--- src/rtl/mod14_count_monitor_pkg.sv ---
// Shared types, constants and the mod-14 next-value prediction used by the
// count monitor and by anything that wants to model the counter.
package mod14_count_monitor_pkg;

    localparam logic [3:0] MOD14_MAX = 4'd13;
    localparam int         MOD14_N   = 14;

    typedef enum logic [1:0] {ERR_NONE, ERR_STEP, ERR_VALUE, ERR_LOAD} mon_err_e;
    typedef enum logic [1:0] {MON_IDLE, MON_TRACK, MON_ERROR} mon_state_e;

    function automatic logic [3:0] mod14_next(
        input logic [3:0] prev_count,
        input logic       prev_load,
        input logic       prev_up_down,
        input logic [3:0] prev_data_in
    );
        logic [3:0] nxt;
        if (prev_load) begin
            nxt = prev_data_in;
        end else if (prev_up_down) begin
            nxt = (prev_count == MOD14_MAX) ? 4'd0 : prev_count + 4'd1;
        end else begin
            nxt = (prev_count == 4'd0) ? MOD14_MAX : prev_count - 4'd1;
        end
        return nxt;
    endfunction

    function automatic logic mod14_legal(input logic [3:0] value);
        return value < 4'(MOD14_N);
    endfunction

endpackage

--- src/rtl/mod14_count_monitor_sat_counter.sv ---
// Saturating event counter with synchronous clear; sticks at all-ones.
module sat_counter #(
    parameter int WIDTH = 8
) (
    input  logic             clock,
    input  logic             reset,
    input  logic             clr,
    input  logic             inc,
    output logic [WIDTH-1:0] value
);

    logic [WIDTH-1:0] value_q;
    logic [WIDTH-1:0] value_d;

    always_comb begin
        value_d = value_q;
        if (clr) begin
            value_d = '0;
        end else if (inc && (value_q != '1)) begin
            value_d = value_q + WIDTH'(1);
        end
    end

    always_ff @(posedge clock or negedge reset) begin
        if (!reset) begin
            value_q <= '0;
        end else begin
            value_q <= value_d;
        end
    end

    assign value = value_q;

endmodule

--- src/rtl/mod14_count_monitor.sv ---
// Passive checker beside the mod-14 up/down counter: predicts each step from
// the previous cycle's controls, flags bad values/steps and counts legal wraps.
module mod14_count_monitor
    import mod14_count_monitor_pkg::*;
#(
    parameter int WRAP_W = 8
) (
    input  logic              clock,
    input  logic              reset,
    input  logic              load,
    input  logic              up_down,
    input  logic [3:0]        data_in,
    input  logic [3:0]        count,
    input  logic              clr,
    output logic              valid,
    output logic              tc_pulse,
    output logic [WRAP_W-1:0] up_wraps,
    output logic [WRAP_W-1:0] down_wraps,
    output logic              err,
    output logic [1:0]        err_code
);

    mon_state_e state_q, state_d;
    logic [3:0] prev_count_q, prev_data_in_q;
    logic       prev_load_q, prev_up_down_q;
    logic       valid_q, valid_d;
    logic       tc_pulse_q, tc_pulse_d;
    logic       err_q, err_d;
    mon_err_e   err_code_q, err_code_d;

    logic [3:0] expected;
    mon_err_e   code;
    logic       checking;
    logic       clean_step;
    logic       up_wrap;
    logic       down_wrap;

    // An illegal load is not step-compared; the next cycle resyncs on count.
    always_comb begin
        expected = mod14_next(prev_count_q, prev_load_q, prev_up_down_q, prev_data_in_q);
        if (!mod14_legal(count)) begin
            code = ERR_VALUE;
        end else if (prev_load_q && !mod14_legal(prev_data_in_q)) begin
            code = ERR_LOAD;
        end else if (count != expected) begin
            code = ERR_STEP;
        end else begin
            code = ERR_NONE;
        end
        checking   = (state_q != MON_IDLE);
        clean_step = checking && (code == ERR_NONE) && !prev_load_q;
        up_wrap    = clean_step && prev_up_down_q && (prev_count_q == MOD14_MAX) && (count == 4'd0);
        down_wrap  = clean_step && !prev_up_down_q && (prev_count_q == 4'd0) && (count == MOD14_MAX);
    end

    always_comb begin
        state_d    = state_q;
        err_d      = err_q;
        err_code_d = err_code_q;
        tc_pulse_d = up_wrap || down_wrap;
        unique case (state_q)
            MON_IDLE:  state_d = MON_TRACK;
            MON_TRACK: begin
                if (code != ERR_NONE) begin
                    state_d    = MON_ERROR;
                    err_d      = 1'b1;
                    err_code_d = code;
                end
            end
            MON_ERROR: state_d = MON_ERROR;
            default:   state_d = MON_IDLE;
        endcase
        if (clr) begin
            state_d    = MON_IDLE;
            err_d      = 1'b0;
            err_code_d = ERR_NONE;
            tc_pulse_d = 1'b0;
        end
        valid_d = (state_d != MON_IDLE);
    end

    always_ff @(posedge clock or negedge reset) begin
        if (!reset) begin
            state_q        <= MON_IDLE;
            prev_count_q   <= 4'd0;
            prev_load_q    <= 1'b0;
            prev_up_down_q <= 1'b0;
            prev_data_in_q <= 4'd0;
            valid_q        <= 1'b0;
            tc_pulse_q     <= 1'b0;
            err_q          <= 1'b0;
            err_code_q     <= ERR_NONE;
        end else begin
            state_q        <= state_d;
            prev_count_q   <= count;
            prev_load_q    <= load;
            prev_up_down_q <= up_down;
            prev_data_in_q <= data_in;
            valid_q        <= valid_d;
            tc_pulse_q     <= tc_pulse_d;
            err_q          <= err_d;
            err_code_q     <= err_code_d;
        end
    end

    sat_counter #(.WIDTH(WRAP_W)) u_up_wraps (
        .clock (clock),
        .reset (reset),
        .clr   (clr),
        .inc   (up_wrap),
        .value (up_wraps)
    );

    sat_counter #(.WIDTH(WRAP_W)) u_down_wraps (
        .clock (clock),
        .reset (reset),
        .clr   (clr),
        .inc   (down_wrap),
        .value (down_wraps)
    );

    assign valid    = valid_q;
    assign tc_pulse = tc_pulse_q;
    assign err      = err_q;
    assign err_code = err_code_q;

endmodule
--- config.mk ---
export PLATFORM = sky130hd
export DESIGN_NAME = mod14_count_monitor
export DESIGN_NICKNAME = d
export VERILOG_FILES = /design/src/rtl/mod14_count_monitor_pkg.sv /design/src/rtl/mod14_count_monitor_sat_counter.sv /design/src/rtl/mod14_count_monitor.sv
export SDC_FILE = /design/constraint.sdc
export NUM_CORES = 1
export LEC_CHECK = 0
export CORE_ASPECT_RATIO = 0.75
export CORE_MARGIN = 2
export CORE_UTILIZATION = 47
export DETAILED_ROUTE_END_ITERATION = 16
export PLACE_DENSITY = 0.79
export SYNTH_ARGS = -nofsm -noshare
export SYNTH_HDL_FRONTEND = slang
export SYNTH_SLANG_ARGS = --single-unit
--- constraint.sdc ---
create_clock -name clock -period 3.7 [get_ports clock]
set_input_delay 0.74 -clock clock [delete_from_list [all_inputs] [get_ports clock]]
set_output_delay 0.74 -clock clock [all_outputs]
set_load 0.02 [all_outputs]
Word level (Yosys, flattened, before mapping)
Cells that the tools add are included.

Reduce and logical (&&, ||, !) cells: 27. Eq/ne operators: 7. Magnitude comparators: 2. Mux-type cells: 21. $add $sub $neg: 4.

Operator list (number): two-way mux 8 bit (4); adder 8 x 1 -> 8 bit, second input constant (2); two-way mux 4 bit (4); inequality test 8 bit, second input constant (2); two-way mux 2 bit (7); nonzero test 2 bit (7); logical AND 1 bit (11); == test 4 bit, second input constant (2); zero test 4 bit (2); less-than comparator 4 bit, second input constant (2); one-hot mux 2 bit (3 select lines) (1); two-way mux 1 bit (5); adder 4 x 1 -> 4 bit, second input constant (1); zero test 2 bit (2); inequality test 4 bit (1); subtractor 4 x 1 -> 4 bit, second input constant (1); zero test 1 bit (3); == test 2 x 1 -> 1 bit, second input constant (1); == test 2 bit, second input constant (1); AND reduction 2 bit (1); logical OR 1 bit (1).

Flip-flop bits (word level): 33. Logic and storage cells: 72. Output and inout port bits: 21.

Logic depth before layout (Yosys ltp)
Word-level depth: 17. Gate-level depth with buffers: 8. Gate-level depth less buffers: 8.

Cells and area by module
A second synthesis with hierarchy kept.

Cells, all modules: 196. Area total of the unflattened synthesis: 1920.6 um^2.

Modules (own cells, without submodules): mod14_count_monitor (cells each 98, times used 1, area an instance 992.2 um^2); sat_counter (cells each 49, times used 2, area an instance 464.2 um^2).

Worst setup path before layout
No wires, ideal clock.

Path type: reg-to-reg. Start point: register prev_count_q[0]. End point: register u_down_wraps.value_q[7] (netlist: u_down_wraps.value[7]). Path slack: 1.316 ns. Arrival time: 2.313 ns. Data required time: 3.628 ns. Period minus slack after synthesis: 2.384 ns. Cell stages (with the launch flop): 9. Cells stage by stage: dfrtp_1 inv_1 ha_1 or3b_4 or4_4 a311oi_4 nand4_1 xor2_1 nor2_1.

Longest elaborated chain between the ends: 16. Elaborated cells on any way between the ends: 20.

RTL lines: from (decl) (line mod14_count_monitor.sv:24) `logic [3:0] prev_count_q, prev_data_in_q;`; from (signal assigned) (line mod14_count_monitor.sv:95) `prev_count_q <= count;`; subtractor 4 x 1 -> 4 bit, or another cell as far along (line mod14_count_monitor_pkg.sv:23) `nxt = (prev_count == 4'd0) ? MOD14_MAX : prev_count - 4'd1;`; two-way mux 4 bit (on tied branches) (line mod14_count_monitor_pkg.sv:23, mod14_count_monitor_pkg.sv:21); two-way mux 4 bit (line mod14_count_monitor_pkg.sv:20) `end else if (prev_up_down) begin`; two-way mux 4 bit (line mod14_count_monitor_pkg.sv:18) `if (prev_load) begin`; inequality test 4 bit (line mod14_count_monitor.sv:45) `end else if (count != expected) begin`; two-way mux 1 bit (line mod14_count_monitor.sv:45); two-way mux 2 bit (line mod14_count_monitor.sv:43) `end else if (prev_load_q && !mod14_legal(prev_data_in_q)) begin`; two-way mux 2 bit (line mod14_count_monitor.sv:41) `if (!mod14_legal(count)) begin`; zero test 2 bit (line mod14_count_monitor.sv:51) `clean_step = checking && (code == ERR_NONE) && !prev_load_q;`; logical AND 1 bit (2 in series) (line mod14_count_monitor.sv:51); logical AND 1 bit (line mod14_count_monitor.sv:53) `down_wrap = clean_step && !prev_up_down_q && (prev_count_q == 4'd0) && (count == MOD14_MAX);`; logical AND 1 bit (*) (2 in series) (line mod14_count_monitor.sv:53); logical AND 1 bit (*) (line mod14_count_monitor_sat_counter.sv:19) `end else if (inc && (value_q != '1)) begin`; nonzero test 2 bit (no source line) (*); to (signal assigned) (line mod14_count_monitor_sat_counter.sv:28) `value_q <= value_d;`; to (decl) (line mod14_count_monitor_sat_counter.sv:12) `logic [WIDTH-1:0] value_q;`.

Every way passes the cells marked *; elsewhere a longest branch is shown, timed or not. A chain may end at the register's enable or synchronous reset.

Worst setup path after layout
Start point: register prev_count_q[0]. End point: register u_down_wraps.value_q[4] (netlist: u_down_wraps.value[4]).

The elaborated chain is that of the path after synthesis.

==> impl_metrics.env <==
export IMPL_ant_nets=0
export IMPL_grt_usage_pct=19.7
export IMPL_cts_tree="yes"
export IMPL_synth_edff_count=0
export IMPL_cts_resized_gates=0
export IMPL_fp_dieW_um=72.5
export IMPL_yosys_area_share_xor_xnor_pct=10.1
export IMPL_whs_path_depth=1
export IMPL_clockBufferDepth=2
export IMPL_post_route_period_util_pct=72.5
export IMPL_p_seq_share_pct=51.5
export IMPL_p_comb_share_pct=13.1
export IMPL_gp_congestion=0.827
export IMPL_synth_cell_types=37
export IMPL_critPathMaxFanout=8
export IMPL_hold_violations=0
export IMPL_rr_worst_depth=8
export IMPL_worst_pin_slew_ps=836
export IMPL_worst_path_dominant_cell_family="simple AND/OR/NAND/NOR gates"
export IMPL_grt_pass1_vias=1297
export IMPL_period_minus_slack_ps=2680
export IMPL_synth_avg_cell_area_sq_um=10.5
export IMPL_initial_core_util_pct=49.7
export IMPL_synth_simple_area_share_pct=20.9
export IMPL_grt_max_degree=34
export IMPL_nFillCells=268
export IMPL_cts_hold_fix_buffers=0
export IMPL_antenna_cells=0
export IMPL_crit_path_max_incr_delay_ps=500
export IMPL_overflow=0
export IMPL_critPathRequiredTime_ps=3830
export IMPL_fmax_ghz=0.373
export IMPL_drtIter0Drc=104
export IMPL_skew_ps=3.85
export IMPL_viasPerCell=5.63
export IMPL_synth_nets=176
export IMPL_min_delay_start="state_q[0]"
export IMPL_synth_top_family_by_area="simple AND/OR/NAND/NOR gates"
export IMPL_tns_ps=0
export IMPL_synth_compound_area_share_pct=10.9
export IMPL_final_cell_mix="33 x dfrtp_1, 33 x clkdlybuf4s50_1, 27 x nor2_1, 15 x xor2_1, 10 x nand4_1"
export IMPL_syn_area_sq_um=1660
export IMPL_synthMuxAreaShare_pct=1.89
export IMPL_start_kind="flip-flop"
export IMPL_antenna_found_initial=0
export IMPL_clock_sinks=33
export IMPL_pwr_share_clk_pct=35.4
export IMPL_drc=0
export IMPL_crit_chain="inv_1 > ha_1 > or3b_4 > or4_4 > a311oi_4 > nand4_1 > xor2_1 > nor2_1"
export IMPL_peakVddDrop_mv=0.218
export IMPL_maxSlewViolCount=0
export IMPL_place_hpwl_mm=2.57
export IMPL_async_flop_share_pct=100
export IMPL_core_sq_um=3330
export IMPL_portBuffers=33
export IMPL_outcome="complete, no violations"
export IMPL_switchingPower_mw=0.191
export IMPL_ys_flop_type="dfrtp_1"
export IMPL_swShare_pct=25.2
export IMPL_routedWlPerCell_um=15.1
export IMPL_power_leakage_nw=0.922
export IMPL_hold_path_class="flip-flop to flip-flop"
export IMPL_die_area_sq_um=4020
export IMPL_grt_pass1_wl_mm=6.03
export IMPL_synth_fa_ha_area_share_pct=3.78
export IMPL_worstReg2RegEnd="u_down_wraps.value[4]"
export IMPL_io_pins=34
export IMPL_vias=1329
export IMPL_setup_ws_ps=1020
export IMPL_post_cts_setup_buffers=0
export IMPL_hold_path_endpoint="valid"
export IMPL_slowest_stage="or4_4"
export IMPL_htreeDepth=2
export IMPL_worstSetupPathType="flip-flop to flip-flop"
export IMPL_drive_gt1_share_pct=8.16
export IMPL_endpoint_kind="flip-flop"
export IMPL_power_density_nw_per_um2=360
export IMPL_clk_pin_slew_ps=60
export IMPL_fp_row_count=18
export IMPL_clk_latency_ps=280
export IMPL_layout_nets=214
export IMPL_setup_violations=0
export IMPL_crit_buf_inv=1
export IMPL_cts_buffers=5
export IMPL_routed_wl_mm=3.55
export IMPL_die_h_um=55.4
export IMPL_max_cap_violations=0
export IMPL_place_ws_ps=807
export IMPL_ys_ff_latch=33
export IMPL_p_int_mw=0.569
export IMPL_reg2reg_slack_ps=1020
export IMPL_r2r_start="prev_count_q[0]"
export IMPL_syn_inst=158
export IMPL_first_pass_iters=4
export IMPL_ys_seq_area_share_pct=49.9
export IMPL_cp_arrival_ps=2820
export IMPL_syn2layout_area_growth_pct=27.7
export IMPL_cts_root_buffer_cell="clkbuf_8"
export IMPL_ys_warn_count=0
export IMPL_rsz0062_at_grt="false"
export IMPL_slew_headroom_pct=44.1
-- Yosys cell counts, types with 2 or more instances --
master / n / area, sq um
a211oi_1: 4 / 30.0
a21oi_1: 5 / 25.0
a311oi_1: 2 / 17.5
and3_1: 5 / 31.3
dfrtp_1: 33 / 826
ha_1: 5 / 62.6
inv_1: 7 / 26.3
mux2i_1: 2 / 20.0
nand2_1: 8 / 30.0
nand3_1: 2 / 10.0
nand4_1: 10 / 62.6
nor2_1: 27 / 101
nor2b_1: 3 / 18.8
nor3_1: 3 / 15.0
o21ai_0: 3 / 15.0
xnor2_1: 4 / 35.0
xor2_1: 15 / 131
-- power by group through the flow --
stage	Sequential [mW]	Combinational, mW	Clock, mW
after floorplan	0.399	0.0527	0
after global placement	0.396	0.0959	0
after detailed placement	0.398	0.0999	0
after CTS	0.391	0.100	0.274
after global routing	0.394	0.111	0.294
final	0.392	0.0995	0.270
-- layer usage --
layer / track usage (%) / vias up / part of all wire [%]
li1: - / 632 / -
met1: 27.5 / 643 / 47
met2: 27.8 / 45 / 46
met3: 5.29 / 9 / 5.6
met4: 10.3 / 0 / 2.0
met5: 0 / - / 0
-- worst max-delay path by stage --
stage / startpoint / endpoint / slack (ps) / depth (start not counted)
floorplan: prev_count_q[0] / u_down_wraps.value[7] / 1320 / 8
global placement: count[0] / u_down_wraps.value[5] / 920 / 7
detailed placement: count[0] / u_down_wraps.value[4] / 810 / 7
CTS: prev_count_q[0] / u_down_wraps.value[4] / 1020 / 8
global route: prev_count_q[0] / u_down_wraps.value[4] / 900 / 8
finish: prev_count_q[0] / u_down_wraps.value[4] / 1020 / 8
-- worst register-to-register path, delay by kind of cell (launching register included) --
kind / cells / cell delay, ps
AO/OA/AOI/OAI: 1 / 430
AND/OR/NAND/NOR: 4 / 1150
buffers and inverters: 1 / 100
flip-flops: 1 / 470
XOR/XNOR: 1 / 180
adder cells (fa/ha/maj): 1 / 210
-- cell families after synthesis --
group	count (synthesis)
and+or+nand+nor	66
DFF	33
AOI/OAI and AO/OA	22
xor gates and xnor gates	19
buffers and inverters	10
adders and majority gates	5
muxes	3
-- metrics by stage --
step,utilization [%],hold slack (ps),area (sq um),power (mW),instances
2_1_floorplan,-,444,1660,0.452,158
3_3_place_gp,60.8,507,2030,0.492,229
3_5_place_dp,60.8,523,2030,0.498,229
4_1_cts,63.4,532,2110,0.766,236
5_1_grt,63.4,594,2110,0.799,236
6_report,63.4,538,2110,0.761,236
-- state kept, by name, indices dropped and copies added (netlist names), 2 cells and up --
register,count
err_code,2
prev_count_q,4
prev_data_in_q,4
state_q,2
u_down_wraps.value,8
u_up_wraps.value,8
-- area by class of cell --
class	instances	area [sq um]	area share, %
sequential	33	826	39.1
tap	40	50.0	2.37
timing repair buffer	34	338	16.0
multi-input combinational	115	787	37.2
clock buffer	7	86.3	4.09
inverter	7	26.3	1.24
No activity file was read; power rests on OpenSTA's default activity.
